===== config.mk =====
export PLATFORM = sky130hd
export DESIGN_NAME = cellram_async_ctrl
export DESIGN_NICKNAME = d
export VERILOG_FILES = /design/src/rtl/cellram_async_ctrl.sv
export SDC_FILE = /design/constraint.sdc
export NUM_CORES = 1
export LEC_CHECK = 0
export ABC_CLOCK_PERIOD_IN_PS = 2200
export CORE_MARGIN = 3
export CORE_UTILIZATION = 46
export DETAILED_ROUTE_END_ITERATION = 16
export GPL_TIMING_DRIVEN = 0
export PLACE_DENSITY = 0.91
export SETUP_SLACK_MARGIN = 0.02
export SYNTH_ARGS = -nofsm -noshare
export SYNTH_HDL_FRONTEND = slang
export SYNTH_SLANG_ARGS = --single-unit

===== constraint.sdc =====
create_clock -name clk -period 2.2 [get_ports clk]
set_input_delay 0.22 -clock clk [delete_from_list [all_inputs] [get_ports clk]]
set_output_delay 0.22 -clock clk [all_outputs]
set_load 0.02 [all_outputs]

===== src/rtl/cellram_async_ctrl.sv =====
// Asynchronous-mode cellular RAM controller: single words and fixed-length bursts
// with programmable strobe/recovery timing. Optional BCR write after reset: CELLRAM_CRE_INIT_EN.
module cellram_async_ctrl #(
  parameter int unsigned ADDR_W    = 23,
  parameter int unsigned DATA_W    = 16,
  parameter int unsigned T_ACCESS  = 5,
  parameter int unsigned T_RECOVER = 1,
  parameter int unsigned BURST_LEN = 4
`ifdef CELLRAM_CRE_INIT_EN
  ,
  parameter logic [22:0] BCR_VAL   = 23'h009D1F
`endif
) (
  input  logic              clk,
  input  logic              reset,
  input  logic [DATA_W-1:0] app_data_in,
  input  logic [ADDR_W-1:0] app_addr,
  input  logic              app_wr,
  input  logic              app_rd,
  input  logic              app_burst,
  output logic              data_ok,
  output logic              op_begun,
  output logic              op_finished,
  output logic [DATA_W-1:0] rd_data,
  output logic [ADDR_W-1:0] mem_addr,
  output logic [DATA_W-1:0] mem_dq_o,
  input  logic [DATA_W-1:0] mem_dq_i,
  output logic              mem_dq_oe,
  output logic              mem_ce_n,
  output logic              mem_oe_n,
  output logic              mem_we_n,
  output logic              mem_adv_n,
  output logic              mem_lb_n,
  output logic              mem_ub_n,
  output logic              mem_cre,
  output logic              mem_clk
);

  localparam int unsigned       CNT_W    = $clog2(BURST_LEN);
  localparam logic [CNT_W-1:0]  CNT_LAST = CNT_W'(BURST_LEN - 1);
  localparam logic [3:0]        TA_LOAD  = 4'(T_ACCESS - 1);
  localparam logic [3:0]        TR_LOAD  = 4'(T_RECOVER - 1);

  typedef enum logic [2:0] {
    S_IDLE,
    S_SETUP,
    S_STROBE,
    S_CAPTURE,
    S_RECOVER
`ifdef CELLRAM_CRE_INIT_EN
    ,
    S_CFG
`endif
  } state_t;

  state_t             r_state;
  state_t             w_next;
  logic [3:0]         r_timer;
  logic [CNT_W-1:0]   r_cnt;
  logic [ADDR_W-1:0]  r_addr;
  logic               r_wr;
  logic               r_cfg;

  logic w_req;
  logic w_ce_n, w_oe_n, w_we_n, w_dq_oe, w_data_ok, w_op_begun, w_op_fin, w_cre;

  assign w_req     = app_wr | app_rd;
  assign mem_adv_n = 1'b0;
  assign mem_clk   = 1'b0;

  // State register
  always_ff @(posedge clk) begin
    if (!reset) begin
`ifdef CELLRAM_CRE_INIT_EN
      r_state <= S_CFG;
`else
      r_state <= S_IDLE;
`endif
    end else begin
      r_state <= w_next;
    end
  end

  // Next-state logic
  always_comb begin
    w_next = r_state;
    unique case (r_state)
      S_IDLE:    if (w_req) w_next = S_SETUP;
      S_SETUP:   w_next = S_STROBE;
      S_STROBE:  if (r_timer == '0) w_next = S_CAPTURE;
      S_CAPTURE: w_next = S_RECOVER;
      S_RECOVER: if (r_timer == '0) w_next = (r_cnt != '0) ? S_SETUP : S_IDLE;
`ifdef CELLRAM_CRE_INIT_EN
      S_CFG:     w_next = S_SETUP;
`endif
      default:   w_next = S_IDLE;
    endcase
  end

  // Request latch, word counter, address and phase timer
  always_ff @(posedge clk) begin
    if (!reset) begin
      r_timer <= '0;
      r_cnt   <= '0;
`ifdef CELLRAM_CRE_INIT_EN
      r_addr  <= ADDR_W'(23'h080000 | BCR_VAL);
      r_wr    <= 1'b1;
      r_cfg   <= 1'b1;
`else
      r_addr  <= '0;
      r_wr    <= 1'b0;
      r_cfg   <= 1'b0;
`endif
    end else begin
      if (w_next == S_STROBE && r_state != S_STROBE) begin
        r_timer <= TA_LOAD;
      end else if (w_next == S_RECOVER && r_state != S_RECOVER) begin
        r_timer <= TR_LOAD;
      end else if (r_timer != '0) begin
        r_timer <= r_timer - 4'd1;
      end

      if (r_state == S_IDLE && w_req) begin
        r_addr <= app_addr;
        r_wr   <= app_wr;
        r_cnt  <= app_burst ? CNT_LAST : '0;
      end else if (r_state == S_RECOVER && r_timer == '0) begin
        if (r_cnt != '0) begin
          r_cnt  <= r_cnt - CNT_W'(1);
          r_addr <= r_addr + ADDR_W'(1);
        end else begin
          r_cfg  <= 1'b0;
        end
      end
    end
  end

  // Output decode; every pin is then registered, so pins lag the state by one cycle
  always_comb begin
    w_ce_n     = 1'b1;
    w_oe_n     = 1'b1;
    w_we_n     = 1'b1;
    w_dq_oe    = 1'b0;
    w_data_ok  = 1'b0;
    w_op_begun = 1'b0;
    w_op_fin   = 1'b0;
    w_cre      = 1'b0;
    unique case (r_state)
      S_IDLE: w_op_begun = w_req;
      S_SETUP: begin
        w_ce_n  = 1'b0;
        w_dq_oe = r_wr;
      end
      S_STROBE: begin
        w_ce_n  = 1'b0;
        w_dq_oe = r_wr;
        w_we_n  = ~r_wr;
        w_oe_n  = r_wr;
      end
      S_CAPTURE: begin
        w_ce_n    = 1'b0;
        w_dq_oe   = r_wr;
        w_data_ok = ~r_cfg;
      end
      S_RECOVER: w_op_fin = (r_timer == '0) && (r_cnt == '0) && !r_cfg;
      default: ;
    endcase
`ifdef CELLRAM_CRE_INIT_EN
    w_cre = r_cfg && !w_ce_n;
`endif
  end

  always_ff @(posedge clk) begin
    if (!reset) begin
      mem_ce_n    <= 1'b1;
      mem_oe_n    <= 1'b1;
      mem_we_n    <= 1'b1;
      mem_lb_n    <= 1'b1;
      mem_ub_n    <= 1'b1;
      mem_dq_oe   <= 1'b0;
      mem_cre     <= 1'b0;
      data_ok     <= 1'b0;
      op_begun    <= 1'b0;
      op_finished <= 1'b0;
      rd_data     <= '0;
      mem_addr    <= '0;
      mem_dq_o    <= '0;
    end else begin
      mem_ce_n    <= w_ce_n;
      mem_oe_n    <= w_oe_n;
      mem_we_n    <= w_we_n;
      mem_lb_n    <= w_ce_n;
      mem_ub_n    <= w_ce_n;
      mem_dq_oe   <= w_dq_oe;
      mem_cre     <= w_cre;
      data_ok     <= w_data_ok;
      op_begun    <= w_op_begun;
      op_finished <= w_op_fin;
      if (r_state == S_SETUP) begin
        mem_addr <= r_addr;
        if (r_wr) mem_dq_o <= r_cfg ? '0 : app_data_in;
      end
      // OE_n is still low on the pin during CAPTURE, so the bus is valid here
      if (r_state == S_CAPTURE && !r_wr && !r_cfg) rd_data <= mem_dq_i;
    end
  end

endmodule


==> impl_metrics.ini, run 1 <==
[worst_setup_path]
cp.arrival_ns = 2.41
cp_slowest_cell = or4b_4
required_ns = 2.49
crit_path_start_kind = flip-flop
critPathCaptureType = flip-flop
path_buf_inv = 2
critPathTopFamily = simple AND/OR/NAND/NOR gates
cpPeakStageDelay_ns = 0.57
cp_max_fo = 4
crit_chain = inv_2 > ha_4 > or4b_4 > nor3_4 > buf_4 > nand2_1 > xor2_1 > a211oi_1
critical_path_class = reg -> reg

[sta]
hold_ws_ns = 0.395
tns_ns = 0
setup_violations = 0
period_needed_ns = 2.12
fin_crit_sh_pct = 96.6
clock.fmax_mhz = 471
finalHoldViolCount = 0
slew_violations = 0
rsz0062_at_grt = yes
maxSlewHeadroom_pct = 60.8
tightest_slew_ns = 0.584
fin_skew_ns = 0.0169

[cts]
root_buffer = clkbuf_8
cts_made_buffers = 9
clockBufferDepth = 2
worstSkewPairLatency_ns = 0.37
hold_buffers = 0
tritoncts = yes
cts_num_sinks = 95
cts_max_level = 3
cts.clk_slew.worst_paths_ns = 0.10

[die]
die_w_um = 97.1
rows = 32
core_mm2 = 0.00789
die_area_mm2 = 0.00942
chipHeight_um = 97.1
start_util_pct = 48.4
io_pins = 127

[routing]
wirelength_um = 11100
drtIter0Drc = 213
drc = 0
vias_per_cell = 5.42
vias = 3872
drtAntennaViolNets = 0
first_pass_iters = 5
wl_per_cell_um = 15.6

[placed_design]
gp_congestion = 0.899
dp_hpwl_um = 7920
port_buffers = 123

[logic_synthesis]
synthCells = 468
syn_area_per_cell_um2 = 8.15
synth_cell_types = 38
synth_edf_count = 0
synthFlopType = dfxtp_1
yosysWarnings = 0
yosysSeqAreaShare_pct = 49.8
netlist_area_mm2 = 0.00382
async_reset_ff_share_pct = 0
ys_seq_elements = 95

[finish]
nets = 672
drive_gt1_share_pct = 7.50
areaGrowthSynthToFinish_pct = 44.7
n_antenna_cell = 0

[grt]
grt_max_degree = 17
grt_pass1_vias = 3847
grt_pass1_wl_um = 18000
overflow = 0
antenna_found_initial = 0
grt_use_total_pct = 23.2

[min_path]
hold_class = in -> reg

[power_and_ir_drop]
peakVddDrop_uv = 446
p_leak_nw = 1.92
p_per_area_mw_per_mm2 = 902

[outcome]
run_status = completed

[flow_run]
cap_violations = 0
-- routing by layer --
metal  routed length, um  GRT usage (%)  vias to the layer above  part of all wire, %
met4                 501           13.5                        0                  4.5
met1                4260           26.5                     1798                   38
met2                5550           40.0                      176                   50
met3                 833           4.88                       52                  7.5
li1                    -              -                     1846                    -
met5                   0              0                        -                    0
-- metrics by stage --
stage	setup slack (ns)	instances	utilization, %	instance area [um2]	total power [mW]
2_1_floorplan	0.209	470	-	3820	2.92
3_3_place_gp	0.0193	695	65.7	5180	3.36
6_report	0.0758	715	70.0	5520	4.98
4_1_cts	0.0483	714	69.4	5470	4.93
5_1_grt	0.0104	715	70.0	5520	5.20
3_5_place_dp	-0.00559	695	65.7	5180	3.43
-- worst register-to-register path: cells and delay by family (launching register included) --
family          cells  cell delay [ns]
compound gates      1             0.24
xor+xnor            1             0.17
simple gates        3             0.91
fa+ha+maj           1             0.15
flops               1             0.35
buf+inv             2             0.22
-- cells by family after synthesis --
group           Yosys count  synth area share (%)
flops                    95                  49.8
xor+xnor                 23                  5.28
compound gates          109                  15.5
simple gates            195                  23.0
buf+inv                  41                  5.02
fa+ha+maj                 4                  1.31
other cells               1                0.0983
-- power breakdown --
part	switching, mW	internal, mW
clock network	0.642	0.876
logic	0.768	0.571
registers	0.185	1.94
-- registers in the layout, indices dropped and copies added (netlist names), 2 cells and up --
| name | flops |
|---|---|
| rd_data | 16 |
| mem_dq_o | 16 |
| mem_addr | 23 |
| r_timer | 4 |
| r_cnt | 2 |
| r_state | 3 |
| r_addr | 23 |
-- area by class of cell --
class | count | area [um2]
well taps | 102 | 128
multi-input cells | 334 | 1770
flip-flops and latches | 95 | 1900
fillers | 598 | 2360
repair buffers | 127 | 1260
inverters | 8 | 30.0
clock inverters | 7 | 143
plain buffers | 33 | 161
clock buffers | 9 | 124
-- final timing paths --
kind	from	endpoint	slack (ns)	cells past startpoint
max	r_cnt[1]	r_addr[11]	0.08	8
max reg2reg	r_cnt[1]	r_addr[11]	0.08	8
min reg2reg	mem_addr[5]	mem_addr[5]	0.46	2
min	mem_dq_i[12]	rd_data[12]	0.40	3
-- synthesized netlist by cell type, drive strengths merged (3+ instances only) --
master / n / area share, %
or3: 3 / 0.49
a211oi: 4 / 0.79
ha: 4 / 1.3
nor3: 7 / 1.2
xnor2: 6 / 1.4
inv: 8 / 0.79
nor2: 19 / 1.9
o211ai: 3 / 0.59
nand3: 15 / 2.2
nand2: 124 / 12
clkbuf: 23 / 2.3
o21ai: 17 / 2.2
a21oi: 79 / 10
xor2: 17 / 3.9
dfxtp: 95 / 50
buf: 10 / 2.0
nand4: 11 / 1.8
and3: 4 / 0.66
-- repair_timing --
| action | 4_1_cts | 5_1_grt |
|---|---|---|
| pin swaps | 1 | 6 |
| buffers inserted | 3 | 1 |
| endpoints found under the hold margin | 0 | 0 |
| setup endpoints to repair | 5 | 31 |
| resized for setup | 0 | 13 |
-- layout by cell type, fill, tap and decap left out, types with 3 or more instances in the layout --
cell             instances
nand2_1                124
or3_1                    3
buf_6                    3
nor3_1                   6
conb_1                   3
and3_1                   4
o21ai_0                 16
nor2_1                  17
nand3_1                 13
clkdlybuf4s50_1        123
xnor2_1                  6
buf_4                    8
a211oi_1                 4
buf_2                    3
bufinv_16                4
dfxtp_1                 93
inv_1                    6
a21oi_1                 78
ha_1                     3
clkbuf_1                23
xor2_1                  17
clkbuf_8                 9
nand4_1                 11
o211ai_1                 3
Power figures use the tool's default switching activity.
==> run 2: changes to the inputs <==
--- a/config.mk
+++ b/config.mk
@@ -6,7 +6,6 @@
 export NUM_CORES = 1
 export LEC_CHECK = 0
 export ABC_CLOCK_PERIOD_IN_PS = 2200
-export CORE_MARGIN = 3
 export CORE_UTILIZATION = 46
 export DETAILED_ROUTE_END_ITERATION = 16
 export GPL_TIMING_DRIVEN = 0
==> run 2 against run 1 <==
Against the previous run:
- clock skew fell by 0.0060 ns
- critical path type unchanged
- power decreased by 8.7%
- largest cell class unchanged
- register-to-register slack got worse by 0.02 ns
- count of clock-buffer cells in the layout is 1 higher
- sequential share of layout area grew 0.58 points
- global-route usage up 2.3 points
- sequential power about the same
==> impl_metrics.ini, run 2 (synthesis gave the netlist of run 1 again) <==
[die]
chipHeight_um = 93.1
die_area_mm2 = 0.00866
rows = 32
die_w_um = 93.1
io_pins = 127
start_util_pct = 48.4
core_mm2 = 0.00789

[finish]
layout_common_cells = nand2_1 (124), clkdlybuf4s50_1 (123), dfxtp_1 (93), a21oi_1 (79), clkbuf_1 (23)
n_antenna_cell = 0
multi_input_area_mm2 = 0.00175
fill_cells = 630
finalNonFillerCells = 716
reg_top3 = mem_addr (23), r_addr (23)
final_cell_area_mm2 = 0.00543
nets = 673
seqCellArea_mm2 = 0.00190
drive_gt1_share_pct = 7.33
final_common_cell = nand2_1
areaGrowthSynthToFinish_pct = 42.3

[sta]
tightest_slew_ns = 0.602
fin_skew_ns = 0.0109
finalHoldViolCount = 0
clock.fmax_mhz = 466
slew_violations = 0
fin_crit_sh_pct = 97.5
setup_violations = 0
rsz0062_at_grt = yes
period_needed_ns = 2.14
maxSlewHeadroom_pct = 59.6

[power_and_ir_drop]
p_sw_share_pct = 34.8
p_leak_nw = 1.87
power.switching_mw = 1.58
seqPwrFrac_pct = 46.7
p_per_area_mw_per_mm2 = 838
finalPower_mw = 4.55
clkPwrFrac_pct = 23.6
pwr-share-comb_pct = 29.7
p_int_mw = 2.97
peakVddDrop_uv = 392

[worst_setup_path]
crit_path_start_kind = flip-flop
cp_max_fo = 4
reg2reg_depth = 7
cp.arrival_ns = 2.42
critPathCaptureType = flip-flop
required_ns = 2.47
critical_path_class = reg -> reg

[grt]
overflow = 0
grt_pass1_wl_um = 17400
antenna_found_initial = 0
grt_max_degree = 17
grt_use_total_pct = 25.5
grt_pass1_vias = 3798

[min_path]
hold_depth = 3
hold_class = in -> reg

[placed_design]
port_buffers = 123
placed_cell_area_mm2 = 0.00518
gp_congestion = 0.879
placedCellCount = 695
dp_hpwl_um = 7790

[routing]
wl_per_cell_um = 15.2
vias_per_cell = 5.35
wl_met1_um = 4320
met2_wirelength_um = 5500
first_pass_iters = 5
vias = 3828
drtIter0Drc = 279
drc = 0
met3_length_um = 706
highest_layer = met4
wirelength_um = 10900
drtAntennaViolNets = 0

[cts]
cts_made_buffers = 9
worstSkewPairLatency_ns = 0.37
root_buffer = clkbuf_8
tritoncts = yes
clockBufferDepth = 2
cts_max_level = 3
cts.clk_slew.worst_paths_ns = 0.10
hold_buffers = 0
cts_num_sinks = 95

[outcome]
run_status = completed

[flow_run]
cap_violations = 0
[run 2: layout make-up]
class,count,area share (%)
well taps,102,2.35
multi-input cells,334,32.3
flip-flops and latches,95,35.1
clock buffers,10,2.53
repair buffers,128,23.4
inverters,8,0.553
clock inverters,6,0.829
plain buffers,33,2.97
[run 2: power by group through the flow]
stage,clock network (mW),logic (mW),registers [mW]
2_1_floorplan,0,0.711,2.21
3_3_place_gp,0,1.23,2.13
3_5_place_dp,0,1.28,2.15
4_1_cts,1.08,1.30,2.11
5_1_grt,1.16,1.47,2.15
6_report,1.08,1.35,2.12
[run 2: worst paths after layout]
| kind | start | to | slack (ns) |
|---|---|---|---|
| worst max-delay path | r_cnt[1] | r_addr[6] | 0.06 |
| worst max register to register | r_cnt[1] | r_addr[6] | 0.06 |
| worst min register to register | mem_addr[2] | mem_addr[2] | 0.46 |
| worst min-delay path | app_data_in[5] | mem_dq_o[5] | 0.39 |
[run 2: metrics by stage]
| step | hold WS (ns) | setup TNS, ns | setup WS, ns | util (%) |
|---|---|---|---|---|
| 4_1_cts | 0.390 | 0 | 0.0360 | 68.4 |
| 3_5_place_dp | 0.448 | -0.0346 | -0.0346 | 65.7 |
| 2_1_floorplan | 0.328 | 0 | 0.209 | - |
| 5_1_grt | 0.406 | -0.0707 | -0.0439 | 68.9 |
| 3_3_place_gp | 0.441 | 0 | 0.0144 | 65.7 |
| 6_report | 0.392 | 0 | 0.0559 | 68.9 |
[run 2: repair_timing]
| item | CTS | global route |
|---|---|---|
| pin swaps | 1 | 7 |
| endpoints found under the setup margin | 6 | 27 |
| gates resized for setup | 1 | 9 |
| setup buffers | 3 | 2 |
[run 2: critical path: stages (launching register included)]
cell and delay, ns:
dfxtp_2 0.34, inv_2 0.05, ha_4 0.15, or4b_4 0.59, nor3_1 0.35, nand3_1 0.14
xor2_1 0.16, a211oi_1 0.28
[run 2: layer usage]
metal,vias to the layer above,GRT usage [%]
met3,30,5.93
li1,1843,-
met1,1811,29.5
met4,0,13.2
met5,-,0
met2,144,43.9
